`src/rtl/rs_issue_scheduler.sv`:
```
// Reservation-station issue scheduler: per-FU oldest-ready pick into a
// valid/ready hold slot, with FU3 (memory) non-pipelined occupancy tracking.
module rs_issue_scheduler #(
  parameter int RS_ROWS     = 16,
  parameter int IDX_W       = 4,
  parameter int MEM_LATENCY = 3
) (
  input  logic                 clk,
  input  logic                 reset_n,
  input  logic                 flush,
  input  logic [3:0]           rob_head,
  input  logic [RS_ROWS-1:0]   row_in_use,
  input  logic [RS_ROWS-1:0]   row_src0_ready,
  input  logic [RS_ROWS-1:0]   row_src1_ready,
  input  logic [2*RS_ROWS-1:0] row_fu,
  input  logic [4*RS_ROWS-1:0] row_rob,
  input  logic [2:0]           fu_ready,
  output logic [2:0]           iss_valid,
  output logic [IDX_W-1:0]     iss_idx0,
  output logic [IDX_W-1:0]     iss_idx1,
  output logic [IDX_W-1:0]     iss_idx2,
  output logic [RS_ROWS-1:0]   row_issued,
  output logic                 fu3_busy
);
  localparam int unsigned NUM_FU = 3;
  localparam int CNT_W = (MEM_LATENCY > 1) ? $clog2(MEM_LATENCY) : 1;

  typedef enum logic {IDLE, HOLD} slot_state_e;

  slot_state_e      state_q  [NUM_FU];
  slot_state_e      state_d  [NUM_FU];
  logic [IDX_W-1:0] idx_q    [NUM_FU];
  logic [IDX_W-1:0] idx_d    [NUM_FU];
  logic [CNT_W-1:0] cnt_q, cnt_d;

  logic [NUM_FU-1:0]  holding, dropped, accepted, found;
  logic [RS_ROWS-1:0] held_rows, accepted_rows;
  logic [IDX_W-1:0]   pick     [NUM_FU];
  logic [3:0]         best_age [NUM_FU];
  logic               fu3_may_load;

  always_comb begin
    holding       = '0;
    dropped       = '0;
    accepted      = '0;
    held_rows     = '0;
    accepted_rows = '0;
    for (int unsigned n = 0; n < NUM_FU; n++) begin
      holding[n]  = (state_q[n] == HOLD);
      // A held row whose in_use fell is abandoned; fu_ready is ignored for it
      dropped[n]  = holding[n] && !row_in_use[idx_q[n]];
      accepted[n] = reset_n && !flush && holding[n] && !dropped[n] && fu_ready[n];
      if (holding[n])  held_rows[idx_q[n]]     = 1'b1;
      if (accepted[n]) accepted_rows[idx_q[n]] = 1'b1;
    end
  end

  always_comb begin
    logic [3:0] age;
    logic       base;
    age   = '0;
    base  = 1'b0;
    found = '0;
    for (int unsigned n = 0; n < NUM_FU; n++) begin
      pick[n]     = '0;
      best_age[n] = '1;
    end
    // Ascending scan with strict compare gives lowest index on equal age
    for (int unsigned i = 0; i < RS_ROWS; i++) begin
      age  = row_rob[4*i +: 4] - rob_head;
      base = row_in_use[i] && row_src0_ready[i] && row_src1_ready[i] &&
             !held_rows[i] && !accepted_rows[i];
      for (int unsigned n = 0; n < NUM_FU; n++) begin
        if (base && (row_fu[2*i +: 2] == 2'(n)) && (!found[n] || (age < best_age[n]))) begin
          found[n]    = 1'b1;
          pick[n]     = IDX_W'(i);
          best_age[n] = age;
        end
      end
    end
  end

  always_comb begin
    cnt_d = cnt_q;
    if (flush)
      cnt_d = '0;
    else if (accepted[2])
      cnt_d = CNT_W'(MEM_LATENCY - 1);
    else if (cnt_q != '0)
      cnt_d = cnt_q - CNT_W'(1);
    // FU3 reloads only when the counter is idle now and stays idle
    fu3_may_load = (cnt_q == '0) && (cnt_d == '0);

    for (int unsigned n = 0; n < NUM_FU; n++) begin
      state_d[n] = state_q[n];
      idx_d[n]   = idx_q[n];
      if (flush || dropped[n]) begin
        state_d[n] = IDLE;
      end else if (!holding[n] || accepted[n]) begin
        if (found[n] && ((n != 2) || fu3_may_load)) begin
          state_d[n] = HOLD;
          idx_d[n]   = pick[n];
        end else begin
          state_d[n] = IDLE;
        end
      end
    end
  end

  always_ff @(posedge clk) begin
    if (!reset_n) begin
      for (int unsigned n = 0; n < NUM_FU; n++) begin
        state_q[n] <= IDLE;
        idx_q[n]   <= '0;
      end
      cnt_q <= '0;
    end else begin
      for (int unsigned n = 0; n < NUM_FU; n++) begin
        state_q[n] <= state_d[n];
        idx_q[n]   <= idx_d[n];
      end
      cnt_q <= cnt_d;
    end
  end

  assign iss_valid  = holding;
  assign iss_idx0   = idx_q[0];
  assign iss_idx1   = idx_q[1];
  assign iss_idx2   = idx_q[2];
  assign row_issued = accepted_rows;
  assign fu3_busy   = (cnt_q != '0);

endmodule

```
`config.mk`:
```
export PLATFORM = sky130hd
export DESIGN_NAME = rs_issue_scheduler
export DESIGN_NICKNAME = d
export VERILOG_FILES = /design/src/rtl/rs_issue_scheduler.sv
export SDC_FILE = /design/constraint.sdc
export NUM_CORES = 1
export LEC_CHECK = 0
export ABC_AREA = 1
export ABC_CLOCK_PERIOD_IN_PS = 20700
export BUFFER_PORTS_ARGS = -buffer_cell sky130_fd_sc_hd__buf_2
export CAP_MARGIN = 15
export CORE_MARGIN = 10
export CORE_UTILIZATION = 42
export DETAILED_ROUTE_END_ITERATION = 10
export GPL_TIMING_DRIVEN = 0
export SLEW_MARGIN = 5
export SYNTH_ARGS = -nofsm -noshare
export SYNTH_HDL_FRONTEND = slang
export SYNTH_SLANG_ARGS = --single-unit
```
`constraint.sdc`:
```
create_clock -name clk -period 20.7 [get_ports clk]
set_input_delay 2.07 -clock clk [delete_from_list [all_inputs] [get_ports clk]]
set_output_delay 2.07 -clock clk [all_outputs]
set_load 0.005 [all_outputs]
```
==> summary.md, run 1 <==
The tools report the standard cell core area as 26700 µm². For this run, the top clock speed supported by timing is 53.3 MHz. The post-place setup slack is 0.171 ns, and the flop and latch count out of synthesis is 17. The distinct cell type count of the synthesized netlist is 44, and the floorplan die width is 184 µm. Compared with the post-synthesis result, the final layout area differs by 13.6%. The number of failing hold endpoints at the final stage was 0; the initial core utilization was 42.3%.

The parity-gate share of the synthesized area counting xor and xnor cells came out at 3.72%. The detailed router finished its first iteration with 923 violations. The run gives 0 as the number of max-cap violations. For the normalized max-slew margin, the log shows 40.8%. In the synthesized netlist the dominant register cell turns out to be dfxtp_1.

The data arrival time of the critical path came out at 18.95 ns. The total vias in the final route came out at 13600. The aggregate global-route resource usage is 24.7%.

Setup violations remaining at the end of the flow were counted as 0. In this run the worst path has a maximum fanout of 17. The worst hold path was traced through 2 stages. The adder-cell share of the synthesized area was 18.8%. The critical path in this run is classified as primary input to register. From bottom edge to top edge, the die measures 184 µm.

The count of buffers added on input and output ports is 184. The via count of the first global-routing pass is 12900. After the last flow step, the layout net total stands at 2529.

Source of the critical timing path: rob_head[1]. The warning count from the yosys run is 0, and the post-synth design cell area is 11300 µm². The path depth of the worst reg2reg path works out to 150. Once detail routing completed, the nets flagged for antenna violations numbered 0.

Counting stages on the worst path, the most repeated cell is nand2_1. The initialized floorplan defines 60 standard-cell rows. The worst path meets setup with 1.94 ns of slack. The worst register-to-register path begins at idx_q[0][4]$_SDFFE_PN0P_.

The number of clock buffers added by TritonCTS is 3. In this run, placement finished with an instance count of 2547. The half-perimeter wire length after placement was 36700 µm.

Once placement finished, the instance area stood at 12700 µm². In the final layout, the share of cells above drive strength 1 is 15.5%. The largest net degree at the start of global routing is 18, and the weighted congestion at the end of routability-driven global placement is 0.972.

The floorplan step defined a die boundary enclosing 33900 µm². The tools report the required time reported for the critical path endpoint as 20.89 ns. For the pin with the worst max-slew slack, the measured transition is 0.876 ns. Clock tree synthesis selected as its root buffer the cell clkbuf_16. 186 I/O pins were placed. The H-tree depth came out at 1.

The total negative slack for setup checks came out at 0 ns. The maximum buffer depth of the clock tree came out at 2. The most common cell in the synthesized netlist is nand2_1. For this run, the detailed router's first-pass iteration total came to 7. Dividing total power by cell area gives a power density of 38.0 nW/µm². STA classifies the critical path startpoint as a primary input.

The run gives 3.01% as the sequential fraction of the synthesis area. Wires add up to 42900 µm. Summing the areas of all compound-gate instances in the mapped netlist gives 14.2% of the synthesized area. Setup slack on the worst reg-to-reg path comes out at 3.74 ns. Final cycle utilization of the critical path: 90.6%. Once layout is complete, the cells apart from fillers number 2555. The first global-routing pass estimated 68200 µm of wire. The total overflow reported by the global router is 0, and the clock period minus worst slack is 18.76 ns. The top-area cell type share of the netlist area was 21.2%; the clock skew was 0.00433 ns. The area of all placed cells without fillers came out at 12900 µm².

The commonest cells after synthesis are 639 x nand2_1, 294 x inv_1, 271 x nand3_1, 144 x ha_1, 131 x nor2_1. For this run, design rule violations remaining after detail routing come to 0. The run finished with clean final reports. In this run, synthesis inferred 0 flip-flops with an integrated enable. By area, the combinational part of the netlist is dominated by simple AND/OR/NAND/NOR gates. The tree built by TritonCTS fans out to 17 sinks.

A synthesized cell averages 5.60 µm². The number of fill cells was 3078; the maximum vdd ir drop was 0.0227 mV. The final-report max-slew violation count is 0. For the net count of the mapped netlist, the log shows 2334. Of the total synthesized cell area, the portion taken by AND, OR, NAND and NOR gates is 49.5%. The cell type with the largest total area after synthesis was nand2_1. Detail-routed via count per cell: 5.34.

The delay of the slowest critical-path stage came out at 0.36 ns. Count of antenna diodes in the layout: 0. The tools report the hold path startpoint as cnt_q[1]$_SDFF_PN0_. The slowest stage cell on the critical path was ha_1. After synthesis, the cell types taking the most area are nand2_1 21%, ha_1 16%, nand3_1 12%, inv_1 9.8%, nand2_4 6.4%. TritonCTS built the clock tree. Dividing the detail-routed wire length by the instance count gives 16.8 µm.

The proportion of register bits with asynchronous set or reset after synthesis works out to 0%. Of the post-synthesis cell area, the part taken by muxes is 0%. Clock-pin slew was measured on the worst setup and hold paths at 0.06 ns. Counting every instance in the synthesized netlist gives 2020. In this run the worst hold path is classified as register to register.

The tools report the number of antenna violations at the first check in global routing as 0. Setup repair after global routing left no endpoint under its margin. The tools report the clock latency reported for the late side of the worst-skew pair as 0.25 ns. The tools report the critical path capture point type as a register.

The leakage power summed over all cells came out at 7.74 nW.
## worst paths after layout
check,to
hold reg to reg,cnt_q[1]$_SDFF_PN0_
setup / recovery,idx_q[0][10]$_SDFFE_PN0P_
hold / removal,cnt_q[1]$_SDFF_PN0_
setup reg to reg,idx_q[0][10]$_SDFFE_PN0P_
## timing repair
action,CTS,global route
endpoints found under the setup margin,0,12
resized for setup,0,43
buffers inserted,0,4
hold buffers,0,0
## critical path, delay by kind of cell
| kind | cells | cell delay [ns] |
|---|---|---|
| xor+xnor | 1 | 0.32 |
| compound gates | 19 | 4.07 |
| fa+ha+maj | 16 | 4.87 |
| simple gates | 88 | 6.25 |
| buf+inv | 27 | 1.26 |
## power by group
| group | switching [mW] | internal [mW] |
|---|---|---|
| combinational | 0.266 | 0.140 |
| sequential | 0.00676 | 0.0359 |
| clock | 0.0141 | 0.0259 |
| total | 0.287 | 0.202 |
## placed cells by master, fill, tap and decap left out, types with 5 or more instances in the layout
cell        n
nand2_1   639
inv_1     292
nand3_1   271
buf_2     185
ha_1      144
nor2_1    131
o21ai_0    83
a21oi_1    80
nand2_4    64
nand2_2    36
o21ai_1    35
xnor2_1    33
nor3_1     24
dfxtp_1    17
fa_1       16
nand4_1    13
xor2_1     13
o211ai_1   12
a21oi_2    12
a22oi_1    11
o221ai_1   11
clkbuf_1   10
or2_2       7
a311oi_1    7
inv_2       6
a31oi_1     6
a21boi_0    5
## layer usage
layer / wire, µm / part of all wire, % / vias up / global-route usage [%]
met5: 0 / 0 / - / 0
met4: 1040 / 2.4 / 0 / 5.80
met3: 1460 / 3.4 / 57 / 1.44
met2: 21400 / 50 / 339 / 45.5
met1: 19100 / 44 / 6240 / 30.5
li1: - / - / 7002 / -
## sequential cells by signal, summed over array words and instances, names as in the netlist
| name | cells |
|---|---|
| idx_q | 12 |
| state_q | 3 |
| cnt_q | 2 |
## layout make-up
cell class              instances  area (µm²)  area share (%)
inverters                     305        1160            9.02
multi-input cells            1683        9770            76.0
clock inverters                 1        5.00          0.0389
well taps                     341         427            3.32
repair buffers                190        1000            7.79
clock buffers                   3        75.1           0.584
plain buffers                  15        77.6           0.604
flip-flops and latches         17         340            2.65
## through the flow
step | hold slack [ns] | util (%) | power [mW]
after detailed placement | 0.464 | 47.5 | 0.443
final | 0.474 | 48.1 | 0.489
after CTS | 0.475 | 47.8 | 0.485
after global placement | 0.464 | 47.4 | 0.436
after global routing | 0.497 | 48.1 | 0.552
after floorplan | 0.445 | - | 0.329
## logic make-up (layout without fill, tap and decap cells)
family,Yosys count,count (layout)
XOR/XNOR,48,48
AND/OR/NAND/NOR,1201,1201
buffers and inverters,320,514
adder cells (fa/ha/maj),160,160
AO/OA/AOI/OAI,274,274
flip-flops,17,17
Power figures use the tool's default switching activity.
==> inputs of run 2 (changes only) <==
--- a/config.mk
+++ b/config.mk
@@ -9,10 +9,13 @@
 export ABC_CLOCK_PERIOD_IN_PS = 20700
 export BUFFER_PORTS_ARGS = -buffer_cell sky130_fd_sc_hd__buf_2
 export CAP_MARGIN = 15
+export CELL_PAD_IN_SITES_DETAIL_PLACEMENT = 2
+export CELL_PAD_IN_SITES_GLOBAL_PLACEMENT = 2
 export CORE_MARGIN = 10
-export CORE_UTILIZATION = 42
+export CORE_UTILIZATION = 30
 export DETAILED_ROUTE_END_ITERATION = 10
 export GPL_TIMING_DRIVEN = 0
+export PLACE_DENSITY_LB_ADDON = 0.1
 export SLEW_MARGIN = 5
 export SYNTH_ARGS = -nofsm -noshare
 export SYNTH_HDL_FRONTEND = slang
==> run 2 against run 1 <==
Die area is 35% higher. Combinational power rose by 8.4%. Clock skew fell by 0.0022 ns. Design area increased by 2.5%. Cell count rose by 6.6%. First-iteration DRC count shrank 50%. Critical path type unchanged. Largest power group unchanged.
==> summary.md, run 2 (synthesized netlist as in run 1, its figures left out) <==
The flow ran to the end, and the final reports show no timing, DRC or antenna violations. After routing, the total negative slack on setup checks comes to 0 ns. After detailed routing, the number of vias per cell comes to 5.23. Clock-pin slew was measured on the worst setup and hold paths at 0.06 ns. The logs give 0.945 for the weighted congestion at the end of routability-driven global placement and 15500 for the via count of the first global-routing pass. For the antenna violation net count after detailed routing, the log shows 0. The floorplan step defined a die boundary enclosing 45900 µm².

CTS placed an instance of clkbuf_16 at the clock tree root. The run gives 48100 µm as the half-perimeter wire length after placement. The worst setup path is of the primary input to register kind. Setup repair after global routing left no endpoint under its margin.

The depth of the worst hold-timing path is 2, and the required time reported for the critical path endpoint is 20.89 ns. The total overflow reported by the global router was 0; the total I/O pin count was 186. For the number of buffers added by the clock tree synthesis step, the log shows 3.

For this run, the slowest stage of the critical path takes 0.36 ns. In this run the worst path has a maximum fanout of 10. The library cell used most frequently in the layout, excluding fill and tap cells, is nand2_1.

Across every metal layer, demand over resource in global routing totals 23.2%. The initial utilization of the core area, before any placement, comes to 30.3%. The placement row count was 71. In the finished design, the share of the clock period the worst path needs comes to 90.8%. The clock passes through at most 2 buffers.

Setup slack closes at 1.90 ns. The number of antenna violations at the first check in global routing came out at 0. TritonCTS built the clock tree. After the first detailed-routing iteration, the DRC count stood at 461.

The clock period could shrink to 18.80 ns. The worst register-to-register path has a setup slack of 3.57 ns. The first TritonRoute pass finished after 4 iterations. For the maximum vdd ir drop, the log shows 0.0228 mV.

For this run, the post-layout net count is 2527. Among all stages on the critical path, the largest delay is contributed by ha_1. The total power per unit cell area was 39.8 nW/µm². Die outline height: 214 µm.

The post-route netlist has 16.9% of its cells at a drive strength greater than 1. The critical path capture point type is a register. Among the stages of the critical path, the cell type that occurs most often is nand2_1. In this run the standard cell core region covers 37400 µm². The global-route wire length before repair was 86500 µm; the count of antenna diodes in the layout was 0.

Based on the critical path, the design can be clocked at up to 53.2 MHz. The normalized max-slew margin is 42.2%, and the sum of routed wire length over all layers is 55300 µm. From synthesis to final layout, the design area changed by 16.4%. Entering global routing, the biggest net connects 17 pins.

The number of failing hold endpoints at the final stage was 0. The path depth of the worst reg2reg path came out at 159. Data arrival time of the critical path: 19.00 ns. The register with the most flip-flops in the layout has 12 of them. The count of port buffers added during placement is 184. The startpoint type of the worst setup path is a primary input. After detailed routing, the number of remaining DRC violations is 0. The run gives 0 as the number of max-cap violations. For the pin with the worst max-slew slack, the measured transition is 0.864 ns.

Between clock sinks in the finished design, the worst skew comes to 0.00215 ns. Summed over all cells, the static leakage comes to 7.78 nW. In the layout the commonest cells are 638 x nand2_1, 292 x inv_1, 271 x nand3_1. Clock latency on the worst-skew pair, taken at its later pin, is 0.26 ns. Ranked by flip-flop count, first place goes to idx_q. The total vias in the final route is 14200.

The H-tree depth was 1. Class of the worst hold path: register to register. The final-report max-slew violation count is 0. Timing analysis after detailed placement gives a worst setup slack of -0.719 ns.

The setup violation total in the final timing report was 0. The floorplan die width was 214 µm; the routed wirelength normalized by instance count was 20.3 µm. The largest registers in the layout are idx_q x12, state_q x3, cnt_q x2. Fill cells in the final layout number 4904.

Clock tree synthesis found a total of 17 sinks.
## run 2: cell types whose count changed in the layout (fill, tap and decap cells not counted), moves of 2 or more
cell / delta
o21ai_0: -41
o21ai_1: +13
nor2_2: +2
o21ai_2: +28
nor2_1: -2
## run 2: routing by layer
layer,global-route usage [%],share of wire (%),vias up
met2,45.2,53,164
met3,0.931,1.5,49
li1,-,-,7001
met1,27.1,43,7023
met4,5.29,2.2,0
met5,0,0,-
## run 2: power breakdown
| part | total, mW | switching [mW] | internal (mW) |
|---|---|---|---|
| combinational | 0.440 | 0.296 | 0.144 |
| clock | 0.0414 | 0.0155 | 0.0260 |
| sequential | 0.0431 | 0.00724 | 0.0359 |
| total | 0.525 | 0.319 | 0.206 |
## run 2: timing repair
item,4_1_cts,5_1_grt
resized for setup,9,105
buffers inserted,1,1
endpoints found under the setup margin,8,12
hold buffers,0,0
pin swaps,0,7
hold endpoints to repair,0,0
## run 2: cell type report
class | instances | area, µm² | share of cell area, %
Multi-Input combinational cell | 1683 | 9890 | 75.1
Inverter | 305 | 1160 | 8.78
Clock inverter | 1 | 5.00 | 0.0380
Clock buffer | 3 | 75.1 | 0.570
Sequential cell | 17 | 340 | 2.58
Tap cell | 511 | 639 | 4.85
Timing Repair Buffer | 188 | 986 | 7.49
Buffer | 15 | 78.8 | 0.598
## run 2: metrics by stage
stage / instances / hold slack, ns / utilization (%) / cell area, µm² / total power, mW
after detailed placement: 2717 / 0.469 / 34.6 / 12900 / 0.476
after CTS: 2722 / 0.484 / 34.9 / 13000 / 0.521
final: 2723 / 0.488 / 35.2 / 13200 / 0.525
after floorplan: 2020 / 0.445 / - / 11300 / 0.329
after global placement: 2715 / 0.464 / 34.4 / 12900 / 0.453
after global routing: 2723 / 0.499 / 35.2 / 13200 / 0.590
## run 2: path summary, 6_finish.rpt
path                            start                  endpoint
max                       rob_head[2]  idx_q[0][7]$_SDFFE_PN0P_
min               cnt_q[1]$_SDFF_PN0_       cnt_q[1]$_SDFF_PN0_
max reg2reg  idx_q[0][4]$_SDFFE_PN0P_  idx_q[0][7]$_SDFFE_PN0P_
min reg2reg       cnt_q[1]$_SDFF_PN0_       cnt_q[1]$_SDFF_PN0_
## run 2: worst max-delay path, delay by kind of cell
family | cells | cell delay, ns
and+or+nand+nor | 96 | 7.58
AOI/OAI and AO/OA | 20 | 2.42
buffers and inverters | 28 | 1.46
adders and majority gates | 16 | 5.24
xor gates and xnor gates | 1 | 0.17
